$ cat src/rtl/eprisc_bus_arbiter.sv
// Two-port memory bus arbiter: IDLE -> ACCESS -> RESP, one transfer per 3 cycles.
// Define EPRISC_ARB_RR_EN for round-robin arbitration; otherwise port 0 has fixed priority.
module eprisc_bus_arbiter #(
    parameter int unsigned DATA_W = 32,
    parameter int unsigned ADDR_W = 9
) (
    input  logic              iClk,
    input  logic              iRst,
    input  logic [1:0]        iReq,
    input  logic [1:0]        iWrite,
    input  logic [ADDR_W-1:0] iAddr0,
    input  logic [ADDR_W-1:0] iAddr1,
    input  logic [DATA_W-1:0] iWData0,
    input  logic [DATA_W-1:0] iWData1,
    output logic [1:0]        oAck,
    output logic [DATA_W-1:0] oRData,
    output logic              oWrErr,
    output logic [ADDR_W-1:0] oMemAddr,
    output logic [DATA_W-1:0] oMemWData,
    output logic              oMemWrite,
    output logic              oRomEn,
    output logic              oRamEn,
    input  logic [DATA_W-1:0] iMemRData
);

    localparam int unsigned REGION_BIT = ADDR_W - 1;

    typedef enum logic [1:0] {IDLE, ACCESS, RESP} stateT;

    stateT             state, stateNext;
    logic              grantPort, grantPortNext;
    logic              latWrite, latWriteNext;
    logic              latRam, latRamNext;
    logic [1:0]        ackNext;
    logic [DATA_W-1:0] rDataNext;
    logic              wrErrNext;
    logic [ADDR_W-1:0] memAddrNext;
    logic [DATA_W-1:0] memWDataNext;
    logic              memWriteNext;
    logic              romEnNext;
    logic              ramEnNext;

    logic              winner;
    logic [ADDR_W-1:0] selAddr;
    logic [DATA_W-1:0] selWData;
    logic              selWrite;
    logic              selRam;

`ifdef EPRISC_ARB_RR_EN
    logic lastGrant, lastGrantNext;

    // On a tie, grant the port that did not win last time.
    assign winner = (iReq == 2'b11) ? ~lastGrant : iReq[1];
`else
    // Fixed priority: port 0 wins whenever it requests.
    assign winner = ~iReq[0];
`endif

    assign selAddr  = winner ? iAddr1 : iAddr0;
    assign selWData = winner ? iWData1 : iWData0;
    assign selWrite = iWrite[winner];
    assign selRam   = selAddr[REGION_BIT];

    // Next-state and next-output logic; memory strobes are registered so they
    // are valid for the whole ACCESS cycle.
    always_comb begin
        stateNext     = state;
        grantPortNext = grantPort;
        latWriteNext  = latWrite;
        latRamNext    = latRam;
        ackNext       = 2'b00;
        rDataNext     = oRData;
        wrErrNext     = 1'b0;
        memAddrNext   = '0;
        memWDataNext  = '0;
        memWriteNext  = 1'b0;
        romEnNext     = 1'b0;
        ramEnNext     = 1'b0;
`ifdef EPRISC_ARB_RR_EN
        lastGrantNext = lastGrant;
`endif
        case (state)
            IDLE: begin
                if (|iReq) begin
                    stateNext     = ACCESS;
                    grantPortNext = winner;
                    latWriteNext  = selWrite;
                    latRamNext    = selRam;
                    memAddrNext   = selAddr;
                    memWDataNext  = selWData;
                    memWriteNext  = selWrite & selRam;
                    romEnNext     = ~selWrite & ~selRam;
                    ramEnNext     = ~selWrite & selRam;
`ifdef EPRISC_ARB_RR_EN
                    lastGrantNext = winner;
`endif
                end
            end
            ACCESS: begin
                stateNext = RESP;
            end
            RESP: begin
                stateNext          = IDLE;
                ackNext[grantPort] = 1'b1;
                wrErrNext          = latWrite & ~latRam;
                if (!latWrite) begin
                    rDataNext = iMemRData;
                end
            end
            default: begin
                stateNext = IDLE;
            end
        endcase
    end

    always_ff @(posedge iClk or negedge iRst) begin
        if (!iRst) begin
            state     <= IDLE;
            grantPort <= 1'b0;
            latWrite  <= 1'b0;
            latRam    <= 1'b0;
            oAck      <= 2'b00;
            oRData    <= '0;
            oWrErr    <= 1'b0;
            oMemAddr  <= '0;
            oMemWData <= '0;
            oMemWrite <= 1'b0;
            oRomEn    <= 1'b0;
            oRamEn    <= 1'b0;
`ifdef EPRISC_ARB_RR_EN
            lastGrant <= 1'b1;
`endif
        end else begin
            state     <= stateNext;
            grantPort <= grantPortNext;
            latWrite  <= latWriteNext;
            latRam    <= latRamNext;
            oAck      <= ackNext;
            oRData    <= rDataNext;
            oWrErr    <= wrErrNext;
            oMemAddr  <= memAddrNext;
            oMemWData <= memWDataNext;
            oMemWrite <= memWriteNext;
            oRomEn    <= romEnNext;
            oRamEn    <= ramEnNext;
`ifdef EPRISC_ARB_RR_EN
            lastGrant <= lastGrantNext;
`endif
        end
    end

endmodule

$ cat config.mk
export PLATFORM = sky130hd
export DESIGN_NAME = eprisc_bus_arbiter
export DESIGN_NICKNAME = d
export VERILOG_FILES = /design/src/rtl/eprisc_bus_arbiter.sv
export SDC_FILE = /design/constraint.sdc
export NUM_CORES = 1
export LEC_CHECK = 0
export ABC_AREA = 1
export CORE_MARGIN = 1.5
export CORE_UTILIZATION = 36
export CTS_BUF_LIST = sky130_fd_sc_hd__clkbuf_4
export DETAILED_ROUTE_END_ITERATION = 8
export PLACE_DENSITY = 0.78
export RECOVER_POWER = 100
export SYNTH_ARGS = -nofsm -noshare
export SYNTH_HDL_FRONTEND = slang
export SYNTH_SLANG_ARGS = --single-unit
$ cat constraint.sdc
create_clock -name iClk -period 1.1 [get_ports iClk]
set_clock_uncertainty 0.05 [all_clocks]
set_input_delay 0.22 -clock iClk [delete_from_list [all_inputs] [get_ports iClk]]
set_output_delay 0.22 -clock iClk [all_outputs]
set_load 0.01 [all_outputs]
==> reports/metrics.csv, run 1 <==
stage,metric,value,unit
floorplan,Initial Utilization,37.48,%
critical_path,largest stage delay on the critical path,460,ps
floorplan,num rows,35,
final_layout,Finished Layout Cells,739,
clocking,Clock Latency Late Sink,410,ps
synthesis,post-synth top area cell,dfrtp_1,
final_layout,number of nets in the layout,725,
synthesis,syn_area_per_cell,9.612,sq um
clocking,CTS tree,built,
final_layout,# fillers,756,
critical_path,family with the most delay on the worst path,buffers and inverters,
placement,GPL Wtd Cong,0.7673,
synthesis,most numerous cell in the Yosys netlist,nand2_1,
global_routing,global-route wire length before repair,15390,um
clocking,CTS Sinks,84,
timing,RSZ-0062 raised after global routing,yes,
worst_hold_path,HP Class,in2reg,
placement,dpl hpwl,6946,um
critical_path,CP bufs+invs,4,
critical_path,WP data required,1350,ps
timing,final count of hold timing violations,0,
critical_path,R2R Setup Slk,-210,ps
status,status,finished with violations,
timing,period utilisation layout,118.7,%
power_and_ir_drop,PwrDens,2173,mW/mm^2
clocking,Clock transition at path regs,130,ps
detailed_routing,Via Count,3261,
floorplan,die area,0.01026,sq mm
global_routing,initial antenna violation count,0,
synthesis,Cell variety after synth,17,
synthesis,Post-synth EDFFs,0,
global_routing,largest net degree at the start of global routing,48,
synthesis,synth top area cells,"dfrtp_1, nand2_1, a21oi_2, nand2_2, buf_6",
detailed_routing,DR WL/cell,13.51,um
critical_path,CP max stage cell,dfrtp_2,
detailed_routing,drt via density,4.413,
timing,Rel. slew slack,60.16,%
detailed_routing,Final ANT Viol Nets,0,
timing,fmax,0.7659,GHz
timing,Final Slew Violations,0,
detailed_routing,DR pass1 iterations,4,
floorplan,Core ar.,0.009284,sq mm
synthesis,top cell type's share of synthesized area,60.41,%
floorplan,Die Wd,101.3,um
flow_run,max cap viols,0,
final_layout,"Design Area, Final",0.006235,sq mm
critical_path,CP Cell Sequence,"buf_6, nand3_4, buf_12, buf_12, clkinv_8, nand2_2, nand2_1",
synthesis,sequential element share of the synthesized area,60.41,%
synthesis,ys async rst share,100.0,%
synthesis,post-synth net total,482,
synthesis,top_reg_cell synth,dfrtp_1,
synthesis,"flops & latches, synth",84,
placement,Post-DP Area,0.005708,sq mm
global_routing,gr usage total,19.30,%
status,failing checks,negative setup slack,
synthesis,commonest cells in the synthesized netlist,"nand2_1, dfrtp_1, a21oi_2",
final_layout,multi-input logic area,0.001329,sq mm
final_layout,Area Overhead vs Synth,79.18,%
clocking,Clock Tree Buf Depth,2,
synthesis,number of synthesis warnings,0,
critical_path,Worst setup EP type,register,
synthesis,Post-Syn Area,0.003480,sq mm
critical_path,critical path peak fanout,8,
detailed_routing,DRC viols,0,
clocking,CTS root buffer,clkbuf_4,
timing,Worst Tran Pin Value,597.6,ps
critical_path,critical path class,reg2reg,
placement,# placed instances,691,
synthesis,cell count after synthesis,362,
global_routing,GRT overflow,0,
critical_path,CP startpoint kind,register,
final_layout,share of cells above drive strength 1,39.02,%
clocking,htree depth,3,
timing,final setup fails,146,
detailed_routing,Detailed Route Iter0 Violations,53,
floorplan,Die Y,101.3,um
timing,setup_tns,-14870,ps
timing,crit path time final,1306,ps
final_layout,Antenna diodes,0,
final_layout,Register Area,0.002103,sq mm
detailed_routing,Post-Route WL,9981,um
power_and_ir_drop,VDD IR max,864.0,uV
placement,port bufs,198,
floorplan,IO Count,199,
clocking,Inserted Clock Buffers,9,
global_routing,number of global-route vias before repair,3263,
critical_path,worst path arrival time,1550,ps
timing,setup ws final,-205.7,ps
power_and_ir_drop,Leakage,3.089,nW
critical_path,CP dominant cell by count,buf_12,
sequential cells by signal (all words and copies together) (netlist names):
name	cells
oMemWData	32
oRData	32
oMemAddr	9
oAck	2
state	2
grantPort	1
latRam	1
latWrite	1
oMemWrite	1
oRamEn	1
oRomEn	1
oWrErr	1
cell families after synthesis:
group / count (synthesis) / share of synthesized area, %
simple gates: 206 / 23.73
flops: 84 / 60.41
compound gates: 42 / 10.36
buf+inv: 30 / 5.501
area by class of cell:
class,count,area share (%)
tap,129,2.589
timing repair inverter,2,0.7425
clock inverter,5,1.224
clock buffer,11,1.325
inverter,11,1.003
sequential,84,33.73
multi-input combinational,249,21.31
timing repair buffer,248,38.07
worst register-to-register path: stages, from the launching register on:
cell	delay [ps]
dfrtp_2	460
buf_6	130
nand3_4	80
buf_12	140
buf_12	150
clkinv_8	80
nand2_2	60
nand2_1	40
metrics by stage:
stage / hold WS [ps] / utilization (%) / worst slack, ps / power, mW
CTS: 233.2 / 64.45 / -168.8 / 12.96
detailed placement: 159.7 / 61.48 / -416.9 / 10.38
floorplan: -125.6 / - / 43.16 / 7.104
global placement: 155.6 / 61.48 / -346.2 / 10.24
global route: 268.3 / 67.16 / -252.7 / 14.42
finish: 284.4 / 67.16 / -205.7 / 13.55
layer usage:
metal  vias to the layer above  routed length, um  GRT usage [%]
met3                        11                647          4.003
met2                       117               5416          35.42
met5                         -                  0              0
li1                       1601                  -              -
met1                      1532               3792          22.40
met4                         0                124          6.517
power by group:
part	total [mW]	switching, mW	internal (mW)
combinational	6.88	3.18	3.71
sequential	4.71	0.544	4.16
clock	1.95	0.990	0.965
total	13.5	4.71	8.84
cell usage in the layout, fill, tap and decap left out, types with 3 or more instances in the layout:
cell | synthesis | layout
clkbuf_4 | 0 | 12
a21oi_2 | 40 | 39
buf_2 | 11 | 50
inv_1 | 9 | 5
buf_12 | 0 | 9
buf_6 | 6 | 38
buf_4 | 1 | 25
clkdlybuf4s50_1 | 0 | 118
nand2_4 | 1 | 6
dfrtp_1 | 84 | 83
buf_16 | 0 | 4
inv_2 | 0 | 3
nand2_1 | 182 | 157
nand2_2 | 11 | 32
nor2_1 | 9 | 5
nor2_4 | 0 | 3
timing repair:
item / CTS / global route
gates cloned: 7 / 1
endpoints found under the setup margin: 152 / 159
hold buffers: 1 / 0
setup buffers: 12 / 13
pin swaps: 7 / 10
resized for setup: 370 / 52
endpoints found under the hold margin: 84 / 0
worst paths after layout:
kind,from,to,cells past startpoint
hold / removal,iMemRData[21],oRData[21],3
setup / recovery,state[1],oRData[4],7
min in group asynchronous,iRst,oRData[1],3
hold reg to reg,grantPort,oAck[0],1
max in group asynchronous,iRst,state[1],3
setup reg to reg,state[1],oRData[4],7
(Power assumes the default switching activity.)
==> run 2: changes to the inputs <==
CELL_PAD_IN_SITES_DETAIL_PLACEMENT = 0   (was not set)
CELL_PAD_IN_SITES_GLOBAL_PLACEMENT = 1   (was not set)
CORE_UTILIZATION = 25   (was 36)
HOLD_SLACK_MARGIN = 0.06   (was not set)
PLACE_DENSITY = 0.77   (was 0.78)
==> reports/metrics.csv, run 2 (synthesis results as in run 1) <==
stage,metric,value,unit,change
status,status,finished with violations,,unchanged
status,failing checks,negative setup slack,,unchanged
critical_path,Stages on worst setup path,1,,was 7
power_and_ir_drop,VDD IR max,607.0,uV,was 864.0 uV
flow_run,max cap viols,0,,unchanged
critical_path,worst path arrival time,990,ps,was 1550 ps
detailed_routing,drt via density,4.133,,was 4.413
final_layout,Top Registers,"oMemWData x32, oRData x32, oMemAddr x9",,unchanged
power_and_ir_drop,Clk pwr share,11.5,%,was 14.4%
floorplan,Die Y,121.0,um,was 101.3 um
critical_path,reg2reg path depth,5,,was 7
placement,dpl hpwl,7522,um,was 6946 um
global_routing,global-route wire length before repair,16490,um,was 15390 um
detailed_routing,DR WL/cell,13.67,um,was 13.51 um
global_routing,GRT overflow,0,,unchanged
global_routing,initial antenna violation count,0,,unchanged
power_and_ir_drop,Reg power frac,36.5,%,was 34.8%
worst_hold_path,HP Class,in2reg,,unchanged
critical_path,Worst setup EP type,output pin,,was register
floorplan,Die Wd,121.0,um,was 101.3 um
critical_path,critical path peak fanout,2,,was 8
clocking,Clock Latency Late Sink,420,ps,was 410 ps
critical_path,CP max stage cell,dfrtp_1,,was dfrtp_2
critical_path,largest stage delay on the critical path,420,ps,was 460 ps
critical_path,CP startpoint kind,register,,unchanged
power_and_ir_drop,P_sw,4.655,mW,was 4.710 mW
floorplan,num rows,42,,was 35
critical_path,CP Cell Sequence,buf_2,,"was buf_6, nand3_4, buf_12, buf_12, clkinv_8, nand2_2, nand2_1"
detailed_routing,DRC viols,0,,unchanged
detailed_routing,Final ANT Viol Nets,0,,unchanged
timing,fmax,0.7950,GHz,was 0.7659 GHz
clocking,htree depth,3,,unchanged
detailed_routing,Post-Route WL,10710,um,was 9981 um
detailed_routing,DR pass1 iterations,4,,unchanged
global_routing,largest net degree at the start of global routing,63,,was 48
final_layout,Finished Layout Cells,784,,was 739
critical_path,family with the most delay on the worst path,flip-flops,,was buffers and inverters
floorplan,IO Count,199,,unchanged
timing,Final Slew Violations,0,,unchanged
placement,port bufs,198,,unchanged
timing,Rel. slew slack,61.80,%,was 60.16%
floorplan,die area,0.01464,sq mm,was 0.01026 sq mm
placement,# placed instances,736,,was 691
power_and_ir_drop,Int Power,8.255,mW,was 8.836 mW
timing,final count of hold timing violations,0,,unchanged
final_layout,Area Overhead vs Synth,78.21,%,was 79.18%
final_layout,number of nets in the layout,724,,was 725
clocking,Clock transition at path regs,130,ps,about the same
clocking,CTS Sinks,84,,unchanged
timing,crit path time final,1258,ps,was 1306 ps
final_layout,share of cells above drive strength 1,36.35,%,was 39.02%
critical_path,CP bufs+invs,1,,was 4
global_routing,number of global-route vias before repair,3242,,was 3263
power_and_ir_drop,Logic pwr share,51.9,%,was 50.8%
timing,Worst Tran Pin Value,573.0,ps,was 597.6 ps
final_layout,fin util,46.27,%,was 67.16%
final_layout,"commonest non-fill, non-tap cell in the layout",nand2_1,,unchanged
critical_path,WP data required,830,ps,was 1350 ps
clocking,Inserted Clock Buffers,9,,unchanged
worst_hold_path,Hold Path Depth,4,,was 3
floorplan,Initial Utilization,25.97,%,was 37.48%
timing,RSZ-0062 raised after global routing,yes,,unchanged
final_layout,"commonest non-fill, non-tap cells in the layout","nand2_1, clkdlybuf4s50_1, dfrtp_1",,unchanged
timing,setup ws final,-157.9,ps,was -205.7 ps
detailed_routing,Via Count,3240,,was 3261
placement,"worst slack, placed",-233.5,ps,was -416.9 ps
placement,GPL Wtd Cong,0.7421,,was 0.7673
power_and_ir_drop,PwrDens,2082,mW/mm^2,was 2173 mW/mm^2
timing,period utilisation layout,114.4,%,was 118.7%
global_routing,gr usage total,14.62,%,was 19.30%
power_and_ir_drop,Sw Share,36.06,%,was 34.77%
power_and_ir_drop,Leakage,3.033,nW,was 3.089 nW
final_layout,Antenna diodes,0,,unchanged
clocking,Clock Tree Buf Depth,2,,unchanged
floorplan,Core ar.,0.01340,sq mm,was 0.009284 sq mm
critical_path,critical path class,reg2out,,was reg2reg
clocking,CTS root buffer,clkbuf_4,,unchanged
detailed_routing,Detailed Route Iter0 Violations,106,,was 53
timing,final setup fails,159,,was 146
clocking,CTS tree,built,,unchanged
==> run 2: cell types whose count changed in the layout (fill, tap and decap cells not counted), sizes merged <==
cell | before | now
buf | 127 | 128
clkinvlp | 1 | 0
bufinv | 2 | 0
clkdlybuf4s50 | 118 | 117
clkbuf | 13 | 14
==> run 2: path summary, 6_finish.rpt <==
kind                       startpoint             to  slack (ps)
setup / recovery           oRData[19]     oRData[19]        -160
hold / removal                iReq[0]  oMemWData[22]         200
setup reg to reg             state[1]    oMemAddr[1]        -160
hold reg to reg             grantPort        oAck[0]         380
max in group asynchronous        iRst       state[1]         170
min in group asynchronous        iRst      oRData[4]         370
==> run 2: routing by layer <==
metal | global-route usage [%] | up-vias | wire [um]
met2 | 25.18 | 125 | 5305
li1 | - | 1600 | -
met4 | 5.588 | 0 | 163
met1 | 17.12 | 1504 | 4253
met3 | 4.370 | 11 | 992
met5 | 0 | - | 0
==> run 2: worst reg2reg max path, stage by stage (launching register included) <==
cell and delay [ps]:
dfrtp_2 470, nor2_4 180, nand2_8 120, buf_12 160
buf_16 130, a21oi_4 100
==> run 2: stage by stage <==
stage	cell area, sq um	hold WS (ps)	TNS, ps	total power, mW
final	6201	200.2	-16140	12.91
after global routing	6201	190.7	-25270	13.79
after CTS	6123	166.2	-22030	13.00
after detailed placement	5772	194.9	-14940	10.37
after global placement	5772	185.0	-14490	10.30
after floorplan	3480	-125.6	0	7.104
==> run 2: repair_timing <==
action	in CTS	in global routing
hold buffers	1	0
setup endpoints to repair	158	159
pin swaps	9	8
gates cloned	9	0
endpoints found under the hold margin	84	0
buffers inserted	18	11
gates resized for setup	378	31
==> run 2: power by group through the flow <==
stage / Clock [mW] / Sequential (mW) / Combinational, mW
after CTS: 1.56 / 4.68 / 6.77
after detailed placement: 0 / 4.72 / 5.65
after floorplan: 0 / 5.18 / 1.92
after global routing: 1.70 / 4.83 / 7.26
final: 1.49 / 4.72 / 6.70
after global placement: 0 / 4.70 / 5.59
==> run 2: layout make-up <==
type | instances | area (sq um)
inverter | 11 | 53.80
sequential | 84 | 2103
clock inverter | 4 | 17.52
tap | 176 | 220.2
clock buffer | 11 | 82.58
multi-input combinational | 249 | 1331
fill | 1334 | 7199
timing repair buffer | 249 | 2392
